`src/rtl/wb_master_if_pkg.sv`:
```
// Shared constants and FSM state encoding for the Wishbone classic master port.
package wb_master_if_pkg;

    localparam int          RegBus     = 32;
    localparam logic [31:0] ZeroWord   = 32'h0000_0000;
    localparam logic [31:0] CLINT_BASE = 32'h0200_0000;

    typedef enum logic [1:0] {
        WB_IDLE       = 2'd0,
        WB_BUSY       = 2'd1,
        WB_WAIT_STALL = 2'd2
    } wb_state_e;

endpackage

```
`src/rtl/wb_master_if.sv`:
```
// Wishbone classic single-cycle master: one CPU request becomes one bus cycle.
// Optional WB_TIMEOUT_EN adds a BUSY watchdog that aborts with a bus_err_o pulse.
module wb_master_if
    import wb_master_if_pkg::*;
#(
    parameter int STALL_W        = 6,
    parameter int STALL_IDX      = 0,
    parameter int TIMEOUT_CYCLES = 255
) (
    input  logic               wb_clk_i,
    input  logic               wb_rst_i,
    input  logic               cpu_ce_i,
    input  logic               cpu_we_i,
    input  logic [31:0]        cpu_addr_i,
    input  logic [31:0]        cpu_data_i,
    input  logic [3:0]         cpu_sel_i,
    output logic [31:0]        cpu_data_o,
    output logic               stallreq_o,
    input  logic [STALL_W-1:0] stall_i,
    input  logic               flush_i,
    output logic               bus_err_o,
    output logic [31:0]        wb_adr_o,
    output logic [31:0]        wb_dat_o,
    input  logic [31:0]        wb_dat_i,
    output logic [3:0]         wb_sel_o,
    output logic               wb_we_o,
    output logic               wb_stb_o,
    output logic               wb_cyc_o,
    input  logic               wb_ack_i
);

    wb_state_e         state_q, state_d;
    logic [RegBus-1:0] adr_q, adr_d, dat_q, dat_d, rd_buf_q, rd_buf_d;
    logic [3:0]        sel_q, sel_d;
    logic              we_q, we_d, stb_q, stb_d, cyc_q, cyc_d;
    logic              bus_err_d;
    logic              timeout;
    logic              stage_stall;
    logic              unused_cfg;

    assign stage_stall = stall_i[STALL_IDX];
    assign unused_cfg  = ^{stall_i, 8'(TIMEOUT_CYCLES)};

`ifdef WB_TIMEOUT_EN
    localparam logic [7:0] TO_LAST = 8'(TIMEOUT_CYCLES - 1);
    logic [7:0] cnt_q;
    logic       bus_err_q;

    // Held at zero outside BUSY, so every new cycle starts counting from zero.
    always_ff @(posedge wb_clk_i) begin
        if (wb_rst_i || state_q != WB_BUSY) begin
            cnt_q <= 8'd0;
        end else if (!wb_ack_i) begin
            cnt_q <= cnt_q + 8'd1;
        end
    end

    always_ff @(posedge wb_clk_i) begin
        if (wb_rst_i) begin
            bus_err_q <= 1'b0;
        end else begin
            bus_err_q <= bus_err_d;
        end
    end

    assign timeout   = (cnt_q == TO_LAST);
    assign bus_err_o = bus_err_q;
`else
    assign timeout   = 1'b0;
    assign bus_err_o = 1'b0;
`endif

    always_ff @(posedge wb_clk_i) begin
        if (wb_rst_i) begin
            state_q  <= WB_IDLE;
            adr_q    <= ZeroWord;
            dat_q    <= ZeroWord;
            sel_q    <= 4'h0;
            we_q     <= 1'b0;
            stb_q    <= 1'b0;
            cyc_q    <= 1'b0;
            rd_buf_q <= ZeroWord;
        end else begin
            state_q  <= state_d;
            adr_q    <= adr_d;
            dat_q    <= dat_d;
            sel_q    <= sel_d;
            we_q     <= we_d;
            stb_q    <= stb_d;
            cyc_q    <= cyc_d;
            rd_buf_q <= rd_buf_d;
        end
    end

    always_comb begin
        state_d   = state_q;
        adr_d     = adr_q;
        dat_d     = dat_q;
        sel_d     = sel_q;
        we_d      = we_q;
        stb_d     = stb_q;
        cyc_d     = cyc_q;
        rd_buf_d  = rd_buf_q;
        bus_err_d = 1'b0;
        case (state_q)
            WB_IDLE: begin
                if (cpu_ce_i && !flush_i) begin
                    adr_d   = cpu_addr_i;
                    dat_d   = cpu_data_i;
                    sel_d   = cpu_sel_i;
                    we_d    = cpu_we_i;
                    stb_d   = 1'b1;
                    cyc_d   = 1'b1;
                    state_d = WB_BUSY;
                end
            end
            WB_BUSY: begin
                if (wb_ack_i) begin
                    // Ack beats a simultaneous flush: the slave has already committed.
                    adr_d = ZeroWord;
                    sel_d = 4'h0;
                    we_d  = 1'b0;
                    stb_d = 1'b0;
                    cyc_d = 1'b0;
                    if (!we_q) begin
                        rd_buf_d = wb_dat_i;
                    end
                    state_d = (stage_stall && !flush_i) ? WB_WAIT_STALL : WB_IDLE;
                end else if (flush_i || timeout) begin
                    adr_d     = ZeroWord;
                    dat_d     = ZeroWord;
                    sel_d     = 4'h0;
                    we_d      = 1'b0;
                    stb_d     = 1'b0;
                    cyc_d     = 1'b0;
                    rd_buf_d  = ZeroWord;
                    bus_err_d = !flush_i;
                    state_d   = (!flush_i && stage_stall) ? WB_WAIT_STALL : WB_IDLE;
                end
            end
            WB_WAIT_STALL: begin
                if (!stage_stall || flush_i) begin
                    state_d = WB_IDLE;
                end
            end
            default: state_d = WB_IDLE;
        endcase
    end

    always_comb begin
        stallreq_o = 1'b0;
        cpu_data_o = ZeroWord;
        case (state_q)
            WB_IDLE: stallreq_o = cpu_ce_i && !flush_i;
            WB_BUSY: begin
                stallreq_o = !wb_ack_i && !flush_i;
                if (wb_ack_i && !we_q) begin
                    cpu_data_o = wb_dat_i;
                end
            end
            WB_WAIT_STALL: cpu_data_o = rd_buf_q;
            default: ;
        endcase
    end

    assign wb_adr_o = adr_q;
    assign wb_dat_o = dat_q;
    assign wb_sel_o = sel_q;
    assign wb_we_o  = we_q;
    assign wb_stb_o = stb_q;
    assign wb_cyc_o = cyc_q;

endmodule

```
`config.mk`:
```
export PLATFORM = sky130hd
export DESIGN_NAME = wb_master_if
export DESIGN_NICKNAME = d
export VERILOG_FILES = /design/src/rtl/wb_master_if_pkg.sv /design/src/rtl/wb_master_if.sv
export SDC_FILE = /design/constraint.sdc
export NUM_CORES = 1
export LEC_CHECK = 0
export BUFFER_PORTS_ARGS = -buffer_cell sky130_fd_sc_hd__buf_2
export CORE_AREA = 2 2 146 134
export DETAILED_ROUTE_END_ITERATION = 12
export DIE_AREA = 0 0 148 136
export PLACE_DENSITY = 0.55
export SYNTH_ARGS = -nofsm -noshare
export SYNTH_HDL_FRONTEND = slang
export SYNTH_SLANG_ARGS = --single-unit
```
`constraint.sdc`:
```
create_clock -name wb_clk_i -period 3.1 [get_ports wb_clk_i]
set_input_delay 0.775 -clock wb_clk_i [delete_from_list [all_inputs] [get_ports wb_clk_i]]
set_output_delay 0.775 -clock wb_clk_i [all_outputs]
set_load 0.05 [all_outputs]
```
==> impl_results.html <==
<table>
<tr><th>Metric</th><th>Value</th></tr>
<tr><th colspan="2">Layout</th></tr>
<tr><td>Post-route core utilization</td><td>32.4%</td></tr>
<tr><td>Net total in the final layout</td><td>865</td></tr>
<tr><td>Layout cells sized above 1</td><td>between 30% and 40%</td></tr>
<tr><td>Number of filler cells placed in the layout</td><td>2,064</td></tr>
<tr><td>Area growth syn-to-layout</td><td>33.0%</td></tr>
<tr><th colspan="2">Floorplanning</th></tr>
<tr><td>Die Wd</td><td>approximately 150 um</td></tr>
<tr><td>Number of primary I/O pins</td><td>between 200 and 250</td></tr>
<tr><td>Starting density of the core</td><td>24.4%</td></tr>
<tr><td>DIE HEIGHT</td><td>136 um</td></tr>
<tr><td>Area inside the core boundary</td><td>0.0187 mm^2</td></tr>
<tr><td>Cell Rows</td><td>between 40 and 50</td></tr>
<tr><td>Die area</td><td>0.0201 mm^2</td></tr>
<tr><th colspan="2">Drt</th></tr>
<tr><td>Remaining DRCs</td><td>0</td></tr>
<tr><td>Number of DRC markers after the initial detailed-route iteration</td><td>215</td></tr>
<tr><td>Post-DR wirelength/cell</td><td>14.0 um</td></tr>
<tr><td>DRT Pass-1 Iters</td><td>4</td></tr>
<tr><td>Count of nets left with antenna violations after detail routing</td><td>0</td></tr>
<tr><td>DR vias</td><td>4,444</td></tr>
<tr><td>Via-per-instance ratio</td><td>about 4.4</td></tr>
<tr><td>Total length of routed wires</td><td>~14,000 um</td></tr>
<tr><th colspan="2">Setup path</th></tr>
<tr><td>Arr. time, crit path</td><td>~2000 ps</td></tr>
<tr><td>Worst EP required</td><td>2320 ps</td></tr>
<tr><td>Nature of the critical path startpoint</td><td>input port</td></tr>
<tr><td>Top fanout value on the critical path</td><td>32</td></tr>
<tr><td>FF-to-FF Start</td><td>state_q[1]$_SDFFE_PP0P_</td></tr>
<tr><td>Launch point of the critical path</td><td>wb_ack_i</td></tr>
<tr><td>Setup crit end kind</td><td>output port</td></tr>
<tr><td>Type of the worst setup path</td><td>input port to output port</td></tr>
<tr><th colspan="2">Timing</th></tr>
<tr><td>Final setup skew</td><td>5.85 ps</td></tr>
<tr><td>RSZ-0062 raised after global routing</td><td>false</td></tr>
<tr><td>Total setup violations reported at the end of the flow</td><td>0</td></tr>
<tr><td>Period minus WS final</td><td>2780 ps</td></tr>
<tr><td>Final setup TNS</td><td>0 ps</td></tr>
<tr><td>Max frequency</td><td>roughly 0.36 GHz</td></tr>
<tr><td>Worst-Margin Slew</td><td>a little under 600 ps</td></tr>
<tr><td>Tightest slew margin relative to the limit</td><td>60.6%</td></tr>
<tr><td>Final Hold Slack</td><td>approximately 450 ps</td></tr>
<tr><td>Slew Viols, Final</td><td>0</td></tr>
<tr><td>Final period utilization</td><td>89.6%</td></tr>
<tr><td>Final Hold Violating Endpoints</td><td>0</td></tr>
<tr><th colspan="2">GRT</th></tr>
<tr><td>Global-route usage over all layers</td><td>a little over an eighth</td></tr>
<tr><td>First-pass GRT wire length</td><td>21,900 um</td></tr>
<tr><td>Number of antenna violations at the first check in global routing</td><td>1</td></tr>
<tr><td>Pin count of the biggest net entering global routing</td><td>56</td></tr>
<tr><td>Final global-route overflow total</td><td>0</td></tr>
<tr><td>Via count of the first global-routing pass</td><td>4,072</td></tr>
<tr><th colspan="2">Min path</th></tr>
<tr><td>Startpoint of the most critical hold path</td><td>wb_adr_o[16]$_SDFFE_PP0P_</td></tr>
<tr><td>Tightest Hold Check Type</td><td>flop to flop</td></tr>
<tr><th colspan="2">Placement</th></tr>
<tr><td>Number of buffers added on ports</td><td>210</td></tr>
<tr><td>Placed wire-length estimate</td><td>9440 um</td></tr>
<tr><td>Routability cong.</td><td>0.787</td></tr>
<tr><th colspan="2">Logic synthesis</th></tr>
<tr><td>Post-synthesis net count</td><td>679</td></tr>
<tr><td>Post-synthesis average cell area</td><td>8.14 um^2</td></tr>
<tr><td>Largest cells by area after synthesis</td><td>dfxtp_1, nand2_1, nand3b_1</td></tr>
<tr><td>Async set or reset register ratio after synthesis</td><td>0%</td></tr>
<tr><td>Number of distinct library cells after synthesis</td><td>34</td></tr>
<tr><td>Number of storage elements in the synthesis netlist</td><td>104</td></tr>
<tr><td>Cell accounting for the most synthesized area</td><td>dfxtp_1</td></tr>
<tr><td>Syn Inst Count</td><td>between 500 and 600</td></tr>
<tr><td>Prevailing post-synth register cell</td><td>dfxtp_1</td></tr>
<tr><td>Count of synthesis-stage warnings from yosys</td><td>0</td></tr>
<tr><td>Top cell type's share of synthesized area</td><td>45.6%</td></tr>
<tr><td>Post-Synthesis Cell Area</td><td>0.00457 mm^2</td></tr>
<tr><td>Number of synthesized flops with an enable pin</td><td>0</td></tr>
<tr><td>Sequential share of the synthesized area</td><td>45.6%</td></tr>
<tr><th colspan="2">Clocking</th></tr>
<tr><td>Root Buffer</td><td>clkbuf_16</td></tr>
<tr><td>Number of H-tree branching levels</td><td>3</td></tr>
<tr><td>Setup repair bufs after CTS</td><td>0</td></tr>
<tr><td>Total clock sinks</td><td>104</td></tr>
<tr><td>Count of cells resized by post-cts repair</td><td>0</td></tr>
<tr><td>Hold-fix buffers at CTS</td><td>0</td></tr>
<tr><td>Worst skew pair latency</td><td>350 ps</td></tr>
<tr><td>CTS Buf Count</td><td>9</td></tr>
<tr><td>TritonCTS clock tree</td><td>done</td></tr>
<tr><td>Clock transition at the register clock pins on the worst setup and hold paths after CTS</td><td>70 ps</td></tr>
<tr><td>Buffer levels on the longest clock path</td><td>2</td></tr>
<tr><th colspan="2">Status</th></tr>
<tr><td>Result of the run</td><td>completed</td></tr>
<tr><th colspan="2">Pwr</th></tr>
<tr><td>Peak VDD IR</td><td>approximately 0.00027 V</td></tr>
<tr><td>Pwr per Cell Area</td><td>650 mW/mm^2</td></tr>
<tr><td>Cell leakage power</td><td>between 2 and 3 nW</td></tr>
<tr><th colspan="2">Run</th></tr>
<tr><td>Max-cap violations</td><td>0</td></tr>
</table>
[synth_stat cells, drive strengths merged (4+ instances only)]
library cell,number
a21boi,31
buf,21
nor2b,6
dfxtp,104
o21ai,4
nand3b,69
clkbuf,27
nand2,165
a21oi,103
inv,4
nor2,4
ha,6
[cell families (layout without fill, tap and decap cells)]
group / Yosys count / in the layout / share of synthesized area [%]
adder cells (fa/ha/maj): 6 / 6 / 1.64
flip-flops: 104 / 104 / 45.6
other: 1 / 2 / 0.0821
AO/OA/AOI/OAI: 147 / 147 / 19.0
AND/OR/NAND/NOR: 251 / 251 / 27.4
buffers and inverters: 52 / 243 / 6.25
[worst max-delay path, cell delays in order]
cell	delay [ps]
buf_2	130
nor2b_1	160
and2_1	180
buf_12	200
nand2_1	90
a21boi_1	160
buf_2	290
[worst paths after layout]
path | cells past startpoint | to | slack, ps
setup / recovery | 7 | cpu_data_o[3] | 320
setup reg to reg | 9 | wb_dat_o[16]$_SDFFE_PP0P_ | 780
hold reg to reg | 2 | wb_adr_o[16]$_SDFFE_PP0P_ | 450
hold / removal | 2 | wb_adr_o[16]$_SDFFE_PP0P_ | 450
[placed cells by master (no fill, tap or decap), types with 3 or more instances in the layout]
cell type	count
a21boi_1	31
a21oi_1	103
buf_12	3
buf_2	209
buf_4	11
clkbuf_16	9
clkinv_2	4
dfxtp_1	104
ha_1	5
inv_1	4
nand2_1	165
nand3b_1	69
nor2_1	4
nor2b_1	4
[flip-flops by register name (all words and copies together) (netlist names)]
signal	count
wb_dat_o	32
wb_cyc_o	1
wb_we_o	1
rd_buf_q	32
wb_adr_o	32
wb_sel_o	4
state_q	2
[cell type report]
| type | instances | area, um^2 | area share (%) |
|---|---|---|---|
| Clock inverter | 4 | 20.0 | 0.330 |
| Inverter | 4 | 15.0 | 0.247 |
| Clock buffer | 12 | 246 | 4.06 |
| Tap cell | 250 | 313 | 5.15 |
| Timing Repair Buffer | 223 | 1190 | 19.6 |
| Sequential cell | 104 | 2080 | 34.3 |
| Antenna cell | 1 | 2.50 | 0.0412 |
| Multi-Input combinational cell | 405 | 2200 | 36.3 |
[stage by stage]
step	setup slack [ps]	power, mW	area (um^2)	cells
global placement	334	2.93	5800	986
global route	198	4.19	6070	1002
CTS	308	4.02	6070	1002
finish	321	3.94	6070	1003
detailed placement	320	2.94	5800	986
floorplan	151	2.60	4570	561
[report_power, final]
part	internal, mW	total, mW	switching, mW
combinational	0.422	1.35	0.927
clock	0.563	1.06	0.495
sequential	1.47	1.54	0.0650
[layer usage]
layer  global-route usage, %  up-vias  part of all wire, %
met2                    22.0      106                   47
met5                       0        -                0.093
met1                    17.8     2066                   45
li1                        -     2257                    -
met3                    3.56       13                  5.9
met4                    4.29        2                  1.5
(Power assumes the default switching activity.)
